<file path="config.mk">
export PLATFORM = sky130hd
export DESIGN_NAME = c_split_1ton
export DESIGN_NICKNAME = d
export VERILOG_FILES = /design/src/rtl/c_split_1ton.sv
export SDC_FILE = /design/constraint.sdc
export NUM_CORES = 1
export LEC_CHECK = 0
export ABC_AREA = 1
export CORE_AREA = 2 2 71 73
export CTS_BUF_LIST = sky130_fd_sc_hd__clkbuf_8
export DETAILED_ROUTE_END_ITERATION = 8
export DIE_AREA = 0 0 73 75
export PLACE_DENSITY = 0.77
export REMOVE_ABC_BUFFERS = 1
export SLEW_MARGIN = 5
export SYNTH_ARGS = -nofsm -noshare
export SYNTH_HDL_FRONTEND = slang
export SYNTH_SLANG_ARGS = --single-unit
</file>
<file path="constraint.sdc">
create_clock -name clk -period 1.75 [get_ports clk]
set_input_delay 0.2625 -clock clk [delete_from_list [all_inputs] [get_ports clk]]
set_output_delay 0.2625 -clock clk [all_outputs]
set_load 0.02 [all_outputs]
</file>
<file path="src/rtl/c_split_1ton.sv">
// c_split_1ton
//   Splits one aggregate total (e.g. credits or flits) greedily across
//   num_ports per-port slices of width bits. Each slice can hold up to
//   MAXV = 2**width-1. Leading slices are filled to MAXV, then at most one
//   partial slice follows, then zeros. One slice is written per cycle, so the
//   latency is fixed regardless of the total.
//
// Ports
//   clk        clock, all state updates on posedge
//   reset      synchronous active-high reset
//   in_valid   data_in is valid
//   in_ready   block can accept a total (IDLE)
//   data_in    total to split, clog2(num_ports)+width bits, unsigned
//   out_valid  data_out/out_error valid (DONE)
//   out_ready  consumer accepts the result
//   data_out   port p value at [p*width +: width]
//   out_error  total exceeded num_ports*MAXV; data_out is saturated
module c_split_1ton #(
  parameter int num_ports = 4,
  parameter int width     = 8
) (
  input  logic                                   clk,
  input  logic                                   reset,
  input  logic                                   in_valid,
  output logic                                   in_ready,
  input  logic [$clog2(num_ports)+width-1:0]     data_in,
  output logic                                   out_valid,
  input  logic                                   out_ready,
  output logic [num_ports*width-1:0]             data_out,
  output logic                                   out_error
);

  localparam int TW = $clog2(num_ports) + width;
  // Port index needs at least one bit even when there is a single port.
  localparam int IW = (num_ports > 1) ? $clog2(num_ports) : 1;
  localparam logic [TW-1:0] MAXV = TW'({width{1'b1}});
  localparam logic [IW-1:0] LAST = IW'(num_ports - 1);

  typedef enum logic [1:0] {
    S_IDLE = 2'd0,
    S_FILL = 2'd1,
    S_DONE = 2'd2
  } state_t;

  state_t                     r_state;
  state_t                     w_state_next;
  logic [TW-1:0]              r_rem;
  logic [IW-1:0]              r_idx;
  logic                       r_error;
  logic [num_ports*width-1:0] r_data;

  logic                       w_accept;
  logic                       w_fill;
  logic                       w_last;
  logic [TW-1:0]              w_take_full;
  logic [width-1:0]           w_take;
  logic [TW-1:0]              w_rem_after;

  assign w_accept = (r_state == S_IDLE) && in_valid;
  assign w_fill   = (r_state == S_FILL);
  assign w_last   = w_fill && (r_idx == LAST);

  // min(rem, MAXV) at full remainder width; the result always fits in a
  // slice, and subtracting it from rem can never underflow.
  assign w_take_full = (r_rem > MAXV) ? MAXV : r_rem;
  assign w_take      = w_take_full[width-1:0];
  assign w_rem_after = r_rem - w_take_full;

  // State register
  always_ff @(posedge clk) begin
    if (reset) begin
      r_state <= S_IDLE;
    end else begin
      r_state <= w_state_next;
    end
  end

  // Next-state logic
  always_comb begin
    w_state_next = r_state;
    case (r_state)
      S_IDLE: if (in_valid)  w_state_next = S_FILL;
      S_FILL: if (w_last)    w_state_next = S_DONE;
      S_DONE: if (out_ready) w_state_next = S_IDLE;
      default:               w_state_next = S_IDLE;
    endcase
  end

  // Remainder, port index and overflow flag
  always_ff @(posedge clk) begin
    if (reset) begin
      r_rem   <= '0;
      r_idx   <= '0;
      r_error <= 1'b0;
    end else if (w_accept) begin
      r_rem   <= data_in;
      r_idx   <= '0;
      r_error <= 1'b0;
    end else if (w_fill) begin
      r_rem <= w_rem_after;
      r_idx <= r_idx + IW'(1);
      // Anything left after the last slice could not be represented.
      if (w_last) r_error <= (w_rem_after != '0);
    end
  end

  // One register per slice; slice gi is written only in its FILL cycle and
  // otherwise holds, so the result stays stable through DONE and IDLE.
  generate
    for (genvar gi = 0; gi < num_ports; gi++) begin : g_slice
      always_ff @(posedge clk) begin
        if (reset) begin
          r_data[gi*width +: width] <= '0;
        end else if (w_accept) begin
          r_data[gi*width +: width] <= '0;
        end else if (w_fill && (r_idx == IW'(gi))) begin
          r_data[gi*width +: width] <= w_take;
        end
      end
    end
  endgenerate

  assign in_ready  = (r_state == S_IDLE);
  assign out_valid = (r_state == S_DONE);
  assign data_out  = r_data;
  assign out_error = r_error;

endmodule

</file>
==> run summary, run 1 <==
outcome = finished clean
global-route wire length before repair = 9440 µm
CP bufs+invs = 3
final WL = 5710 µm
Worst Setup End Kind = primary output
Seq/Total Area, Yosys = 41.3%
IO Count = 49
Tmin final = 1.69 ns
WP depth = 4
port bufs = 48
GRT Overall Usage = 22.4%
Synth Instances = 311
Clk network pwr share = 31.4%
die height = 75 µm
Logic pwr share = 24.8%
worst-case clock skew = 0.00819 ns
period utilization = 96.5%
Synth cell types = 28
routed len/inst = 13.8 µm
commonest non-fill, non-tap cell in the layout = nand2_1
f_max = 592 MHz
Worst Hold Class = register to register
YS warnings = 0
final slew viol count = 0
Clock H-tree levels = 2
GR Overflow Total = 0
Worst path slowest cell = clkdlybuf4s50_1
initial core utilization = 48.9%
Crit Path Max Fanout = 2
critical path type = register to primary output
dpl cell area = 2820 µm²
drt first pass iters = 5
post-route cell area = 2940 µm²
crit start category = register
number of diodes = 0
Num CTS Buffers = 5
Vias/cell = 5.44
Worst Reg2Reg Path Length in Cells = 9
ANT nets after route = 0
reported net switching power = 0.844 mW
Worst-Skew Late Latency = 0.31 ns
RePlAce Congestion = 0.921
share of the synthesized area in the top cell type = 41.3%
maximum number of pins on one net before global-route repair = 38
CP Data Arrival Time = 1.43 ns
delay-heaviest family, CP = buffers and inverters
Reg power frac = 43.8%
# Max-Cap Violations = 0
Static Leak = 1.16 nW
post-synth top area cell = dfxtp_1
Rel. slew slack = 77.0%
Die ar. = 5480 µm²
ratio of cells with drive above 1 in the final layout = 11.7%
CP peak stage delay = 0.60 ns
Layout Nets = 379
WHS Path Cells = 2
Req. time, crit path = 1.49 ns
sw frac = 32.3%
worst vdd ir = 0.468 mV
vias in the first global route = 1,996
top cells by area in the synthesized netlist = dfxtp_1, nand2_1, nand3_1, a21oi_1, a31oi_1
clk slew on worst S/H paths = 0.09 ns
unrepaired setup endpoints after global routing = false
Clock Sinks = 47
die span in x = 73 µm
Rows = 25
Clock Tree Buf Depth = 2
FF+latch count, synth = 47
Critical Path, Cell by Cell = inv_2, nand2_1, inv_2, clkdlybuf4s50_1
1st-iter DRT viols = 213
Fin. Hold Viols = 0
most frequent cells in the layout = nand2_1, dfxtp_1, clkdlybuf4s50_1
Mapped Avg Cell Area = 7.32 µm²
post-synthesis cell area = 2280 µm²
CTS tree = yes
DP HPWL = 4060 µm
most used cell, CP = inv_2
internal power = 1.77 mW
antenna violations before repair = 0
Fill cells = 412
# DRC = 0
synthesis-to-layout area growth = 29.0%
via count = 2,252
post-CTS setup buffer count = 0
measured slew at the worst slew-check pin = 0.345 ns
core region area = 4660 µm²
CTS root buf = clkbuf_8
final setup violation count = 0
Pwr Density = 889 nW/µm²
setup tns final = 0 ns
## kinds of logic after synthesis
logic type / count (synthesis) / synth area share (%)
flops: 47 / 41.3
buf+inv: 44 / 8.68
fa+ha+maj: 6 / 3.30
simple gates: 145 / 29.3
compound gates: 69 / 17.4
## Yosys cell counts
library cell,n
a21oi_1,34
a21oi_2,1
a31oi_1,15
buf_1,2
buf_2,5
buf_4,3
buf_6,2
clkbuf_1,3
dfxtp_1,47
ha_1,6
inv_1,20
inv_2,9
nand2_1,84
nand2_2,5
nand2_4,1
nand3_1,38
nand3b_1,1
nand4_1,2
nor2_1,8
nor2_2,3
nor2_4,1
nor2_8,2
o21a_1,2
o21ai_0,12
o21ai_2,2
o21ai_4,1
o21bai_1,1
o22ai_1,1
## path summary, 6_finish.rpt
| path | start | to | slack, ns |
|---|---|---|---|
| worst min register to register | data_out[3] | data_out[3] | 0.47 |
| worst min-delay path | data_out[3] | data_out[3] | 0.47 |
| worst max-delay path | r_state[1] | in_ready | 0.06 |
| worst max register to register | r_rem[9] | out_error | 0.17 |
## power by group through the flow
stage	Clock, mW	Sequential, mW	Combinational, mW
after floorplan	0	1.17	0.409
after global placement	0	1.17	0.630
after detailed placement	0	1.17	0.634
after CTS	0.832	1.14	0.641
after global routing	0.882	1.15	0.716
final	0.820	1.14	0.648
## per-layer routing
layer / track usage (%) / vias to the layer above / part of all wire (%) / wire length [µm]
li1: - / 1123 / - / -
met1: 29.0 / 1036 / 45 / 2560
met2: 37.3 / 81 / 48 / 2730
met3: 4.15 / 12 / 5.6 / 322
met4: 8.64 / 0 / 1.8 / 104
met5: 0 / - / 0 / 0
## state kept, by name (all words and copies together), names as in the netlist
signal and count:
data_out 32, out_error 1, r_idx 2, r_rem 10, r_state 2
## per-stage QoR
step / util [%] / hold slack [ns] / total power [mW] / instances / setup WS [ns]
after floorplan: - / 0.332 / 1.58 / 296 / 0.0556
after global placement: 60.5 / 0.453 / 1.80 / 406 / 0.174
after detailed placement: 60.5 / 0.454 / 1.80 / 406 / 0.153
after CTS: 63.0 / 0.469 / 2.62 / 414 / 0.0467
after global routing: 63.0 / 0.491 / 2.75 / 414 / 0.00203
final: 63.0 / 0.468 / 2.61 / 414 / 0.0611
## layout make-up
| type | instances | area (µm²) | area share [%] |
|---|---|---|---|
| Tap cell | 54 | 67.6 | 2.30 |
| Timing Repair Buffer | 56 | 564 | 19.2 |
| Multi-Input combinational cell | 220 | 1140 | 38.8 |
| Sequential cell | 47 | 941 | 32.0 |
| Inverter | 29 | 109 | 3.71 |
| Clock inverter | 3 | 46.3 | 1.58 |
| Clock buffer | 5 | 68.8 | 2.34 |
## tightest hold or removal path, stage by stage, from the launching register on
cell and delay [ns]:
dfxtp_1 0.32, nand2_1 0.06, a21oi_1 0.05
## repair_timing
action,4_1_cts,5_1_grt
gates resized for setup,1,1
hold buffers,0,0
setup endpoints to repair,1,1
pin swaps,0,0
Power figures use the tool's default switching activity.
==> run 2: changes to the inputs <==
- CORE_AREA: 2 2 71 73 -> 2 2 73 75
- DIE_AREA: 0 0 73 75 -> 0 0 75 77
- PLACE_DENSITY: 0.77 -> 0.76
- clock period: 1.75 -> 1.38 ns (I/O delays scaled with it)
==> run 2 against run 1 <==
Compared with the run above:
- the run now ends with negative setup slack left
- non-clock buffer count increased by 26
- die area increased by 5.5%
- power increased by 36%
- cell area increased by 9.6%
- highest routed layer unchanged
==> run summary, run 2 (synthesis gave the netlist of run 1 again) <==
non-filler instance count after layout = 456
CTS tree = yes
f_max = 675 MHz
Rows = 26
Worst-Skew Late Latency = 0.31 ns
via count = 2,393
Die ar. = 5780 µm²
GR Overflow Total = 0
synthesis-to-layout area growth = 41.4%
Req. time, crit path = 1.58 ns
setup tns final = -0.187 ns
final slew viol count = 0
most frequent cells in the layout = nand2_1, dfxtp_1, nand3_1
Clock H-tree levels = 2
hold_sp = data_in[2]
Pwr Density = 1100 nW/µm²
worst vdd ir = 0.662 mV
die span in x = 75 µm
Num CTS Buffers = 5
period utilization = 107%
clk slew on worst S/H paths = 0.09 ns
global-route wire length before repair = 10,400 µm
CP peak stage delay = 0.34 ns
ratio of cells with drive above 1 in the final layout = 24.1%
unrepaired setup endpoints after global routing = true
Static Leak = 1.46 nW
# Max-Cap Violations = 0
CP Data Arrival Time = 1.69 ns
Placed Cells = 446
pre-CTS WS = -0.169 ns
Fin. Hold Viols = 0
antenna violations before repair = 0
Worst Hold Class = input pin to register
number of diodes = 0
Vias/cell = 5.25
drt first pass iters = 4
measured slew at the worst slew-check pin = 0.285 ns
Worst Setup End Kind = register
port bufs = 48
core region area = 4980 µm²
crit start category = register
IO Count = 49
vias in the first global route = 2,270
Rel. slew slack = 81.0%
Fill cells = 434
failing checks = negative setup slack
Tmin final = 1.48 ns
origin of the worst setup path = r_rem[8]
Largest register FFs = 32
setup ws final = -0.102 ns
initial core utilization = 45.8%
CTS root buf = clkbuf_8
die height = 77 µm
DP HPWL = 4510 µm
final WL = 6360 µm
maximum number of pins on one net before global-route repair = 30
RePlAce Congestion = 0.919
routed len/inst = 13.9 µm
GRT Overall Usage = 23.2%
final setup violation count = 5
outcome = finished with violations
Worst path slowest cell = dfxtp_2
Layout Nets = 405
Post-CTS Hold Buffers = 0
1st-iter DRT viols = 159
critical path type = register to register
Critical Path, Cell by Cell = inv_2, nand2_4, nand2_4, ha_4, o21bai_1, nand3_2, nor2_1, nand3_1, nor2_1, a21oi_1
commonest non-fill, non-tap cell in the layout = nand2_1
Crit Path Max Fanout = 6
post-route cell area = 3220 µm²
dpl cell area = 3010 µm²
Clock Tree Buf Depth = 2
# DRC = 0
ANT nets after route = 0
RR Startpoint = r_rem[8]
Clock Sinks = 47
worst-case clock skew = 0.0115 ns
run 2: where the power goes:
| part | leakage [nW] | switching (mW) | internal (mW) |
|---|---|---|---|
| logic | 1.02 | 0.641 | 0.429 |
| registers | 0.383 | 0.0381 | 1.41 |
| clock network | 0.0587 | 0.494 | 0.549 |
| total | 1.46 | 1.17 | 2.38 |
run 2: path summary, 6_finish.rpt:
| path | to | slack [ns] | cells after the start |
|---|---|---|---|
| min reg2reg | data_out[0] | 0.46 | 2 |
| min | r_rem[2] | 0.46 | 3 |
| max reg2reg | out_error | -0.10 | 10 |
| max | out_error | -0.10 | 10 |
run 2: metal layers:
metal  vias up  GRT usage, %  share of wire, %
met5         -             0                 0
met4         0          7.86               3.6
met3        20          4.86               5.8
met2        82          37.0                49
met1      1110          30.8                42
li1       1181             -                 -
run 2: per-stage QoR:
stage                     utilization, %  power, mW  hold slack [ns]
after global placement              60.5       2.39            0.451
after CTS                           63.3       3.48            0.468
after global routing                64.7       3.73            0.493
final                               64.7       3.56            0.463
after floorplan                        -       2.01            0.276
after detailed placement            60.5       2.40            0.458
run 2: cell type report:
cell class                 count  area [µm²]  area share [%]
clock inverter                 3        47.5            1.48
clock buffer                   5        68.8            2.14
timing repair buffer          82         712            22.1
multi-input combinational    220        1250            38.7
sequential                    47         947            29.4
inverter                      29         111            3.46
tap                           70        87.6            2.72
run 2: repair_timing:
action                                 CTS  global route
pin swaps                                5             9
gates resized for setup                 51            28
buffers inserted                         2             1
gates cloned                             0             0
endpoints found under the hold margin    0             0
setup endpoints to repair               61            36
run 2: critical path, delay by kind of cell (launching register included):
kind	cells	cell delay (ns)
compound gates	2	0.23
simple gates	6	0.55
flops	1	0.34
fa+ha+maj	1	0.17
buf+inv	1	0.08
==> run 3: changes to the inputs <==
- CORE_AREA: 2 2 73 75 -> 2 2 103 85
- DIE_AREA: 0 0 75 77 -> 0 0 105 87
- GPL_TIMING_DRIVEN: default -> 1
- PLACE_DENSITY: 0.76 -> default
==> run 3 against run 2 <==
Compared with the run above:
- the flow still finishes with violations (negative setup slack)
- cell area up 3.6%
- sequential cell count unchanged
- first-iteration DRC count down 52%
- non-clock buffer count up 5
- combinational power up 5%
- via count down 2.9%
- worst setup slack worse by 0.068 ns
- clock power down 17%
- critical path type unchanged
- largest power group unchanged
==> run summary, run 3 (synthesis gave the netlist of run 1 again) <==
final setup violation count = 7
critical path type = register to register
CTS tree = yes
maximum number of pins on one net before global-route repair = 41
via count = 2,323
Critical Path, Cell by Cell = buf_4, nor2_4, buf_12, a21oi_2, nor2_2, nand2_1, nand2_2, nand3_1, nor2_1, a21oi_1
RePlAce Congestion = 0.849
Register Area = 948 µm²
unrepaired setup endpoints after global routing = true
antenna violations before repair = 0
drt first pass iters = 4
# Max-Cap Violations = 0
worst vdd ir = 0.403 mV
crit start category = register
Req. time, crit path = 1.57 ns
Worst Setup End Kind = register
final WL = 6390 µm
Clock Sinks = 47
GRT Overall Usage = 13.9%
multi-input logic area = 1250 µm²
setup tns final = -0.355 ns
Vias/cell = 4.62
1st-iter DRT viols = 76
period utilization = 112%
Worst-Skew Late Latency = 0.30 ns
global-route wire length before repair = 10,300 µm
CP Data Arrival Time = 1.74 ns
pre-CTS WS = -0.245 ns
synthesis-to-layout area growth = 46.5%
Pwr Density = 1030 nW/µm²
die span in x = 105 µm
GR Overflow Total = 0
core region area = 8180 µm²
measured slew at the worst slew-check pin = 0.280 ns
setup ws final = -0.171 ns
clk slew on worst S/H paths = 0.09 ns
Tmin final = 1.55 ns
routed len/inst = 12.7 µm
ANT nets after route = 0
Fin. Hold Viols = 0
met1 Use GR = 19.5%
Worst Hold Class = register to register
die height = 87 µm
DP HPWL = 4690 µm
CP peak stage delay = 0.37 ns
initial core utilization = 27.8%
IO Count = 49
Fill cells = 874
most frequent cells in the layout = nand2_1, dfxtp_1, nand3_1
failing checks = negative setup slack
worst-case clock skew = 0.00648 ns
CTS root buf = clkbuf_8
Die ar. = 9140 µm²
routing usage on met2 = 21.9%
Crit Path Max Fanout = 8
global route hottest layer = met2
final slew viol count = 0
CP bufs+invs = 2
Num CTS Buffers = 5
ratio of cells with drive above 1 in the final layout = 25.6%
Total Power = 3.43 mW
Rows = 30
hold slack = 0.465 ns
# DRC = 0
delay-heaviest family, CP = simple AND/OR/NAND/NOR gates
outcome = finished with violations
vias in the first global route = 2,184
port bufs = 48
met3 global-route usage = 3.52%
R2R setup slack = -0.17 ns
Rel. slew slack = 81.3%
f_max = 645 MHz
Worst path slowest cell = dfxtp_4
Largest register FFs = 32
commonest non-fill, non-tap cell in the layout = nand2_1
Clock Tree Buf Depth = 2
Static Leak = 1.48 nW
Clock H-tree levels = 2
Layout Nets = 410
number of diodes = 0
## run 3: final cells by class
class	count	area share, %
inverters	29	3.49
flip-flops and latches	47	28.4
multi-input cells	220	37.6
clock buffers	5	2.06
well taps	112	4.20
clock inverters	3	0.750
repair buffers	87	23.5
## run 3: final timing paths
kind                start            to  cells after the start
min          data_out[19]  data_out[19]                      2
max              r_rem[8]     out_error                     10
min reg2reg  data_out[19]  data_out[19]                      2
max reg2reg      r_rem[8]     out_error                     10
## run 3: timing repair
action                     4_1_cts  5_1_grt
pin swaps                        7       22
setup buffers                    3        4
cloned                           0        0
gates resized for setup         59       23
setup endpoints to repair       61       16
hold buffers                     0        0
## run 3: routing by layer
layer	wire [µm]	part of all wire, %	up-vias
met5	0	0	-
li1	-	-	1188
met2	2930	46	65
met1	3050	48	1066
met3	366	5.7	4
met4	40	0.63	0
## run 3: stage by stage
step	std cells	instance area, µm²	utilization (%)
global placement	489	3080	37.7
detailed placement	489	3080	37.7
global route	503	3340	40.8
floorplan	296	2190	-
CTS	499	3240	39.6
finish	503	3340	40.8
## run 3: power breakdown
part / switching [mW] / internal [mW] / leakage [nW]
clock: 0.501 / 0.363 / 0.0443
combinational: 0.634 / 0.485 / 1.06
sequential: 0.0385 / 1.41 / 0.383
total: 1.17 / 2.26 / 1.48
## run 3: worst min-delay path, cell delays in order (launching register included)
cell and delay, ns:
dfxtp_1 0.32, nand2_1 0.06, a21oi_1 0.05
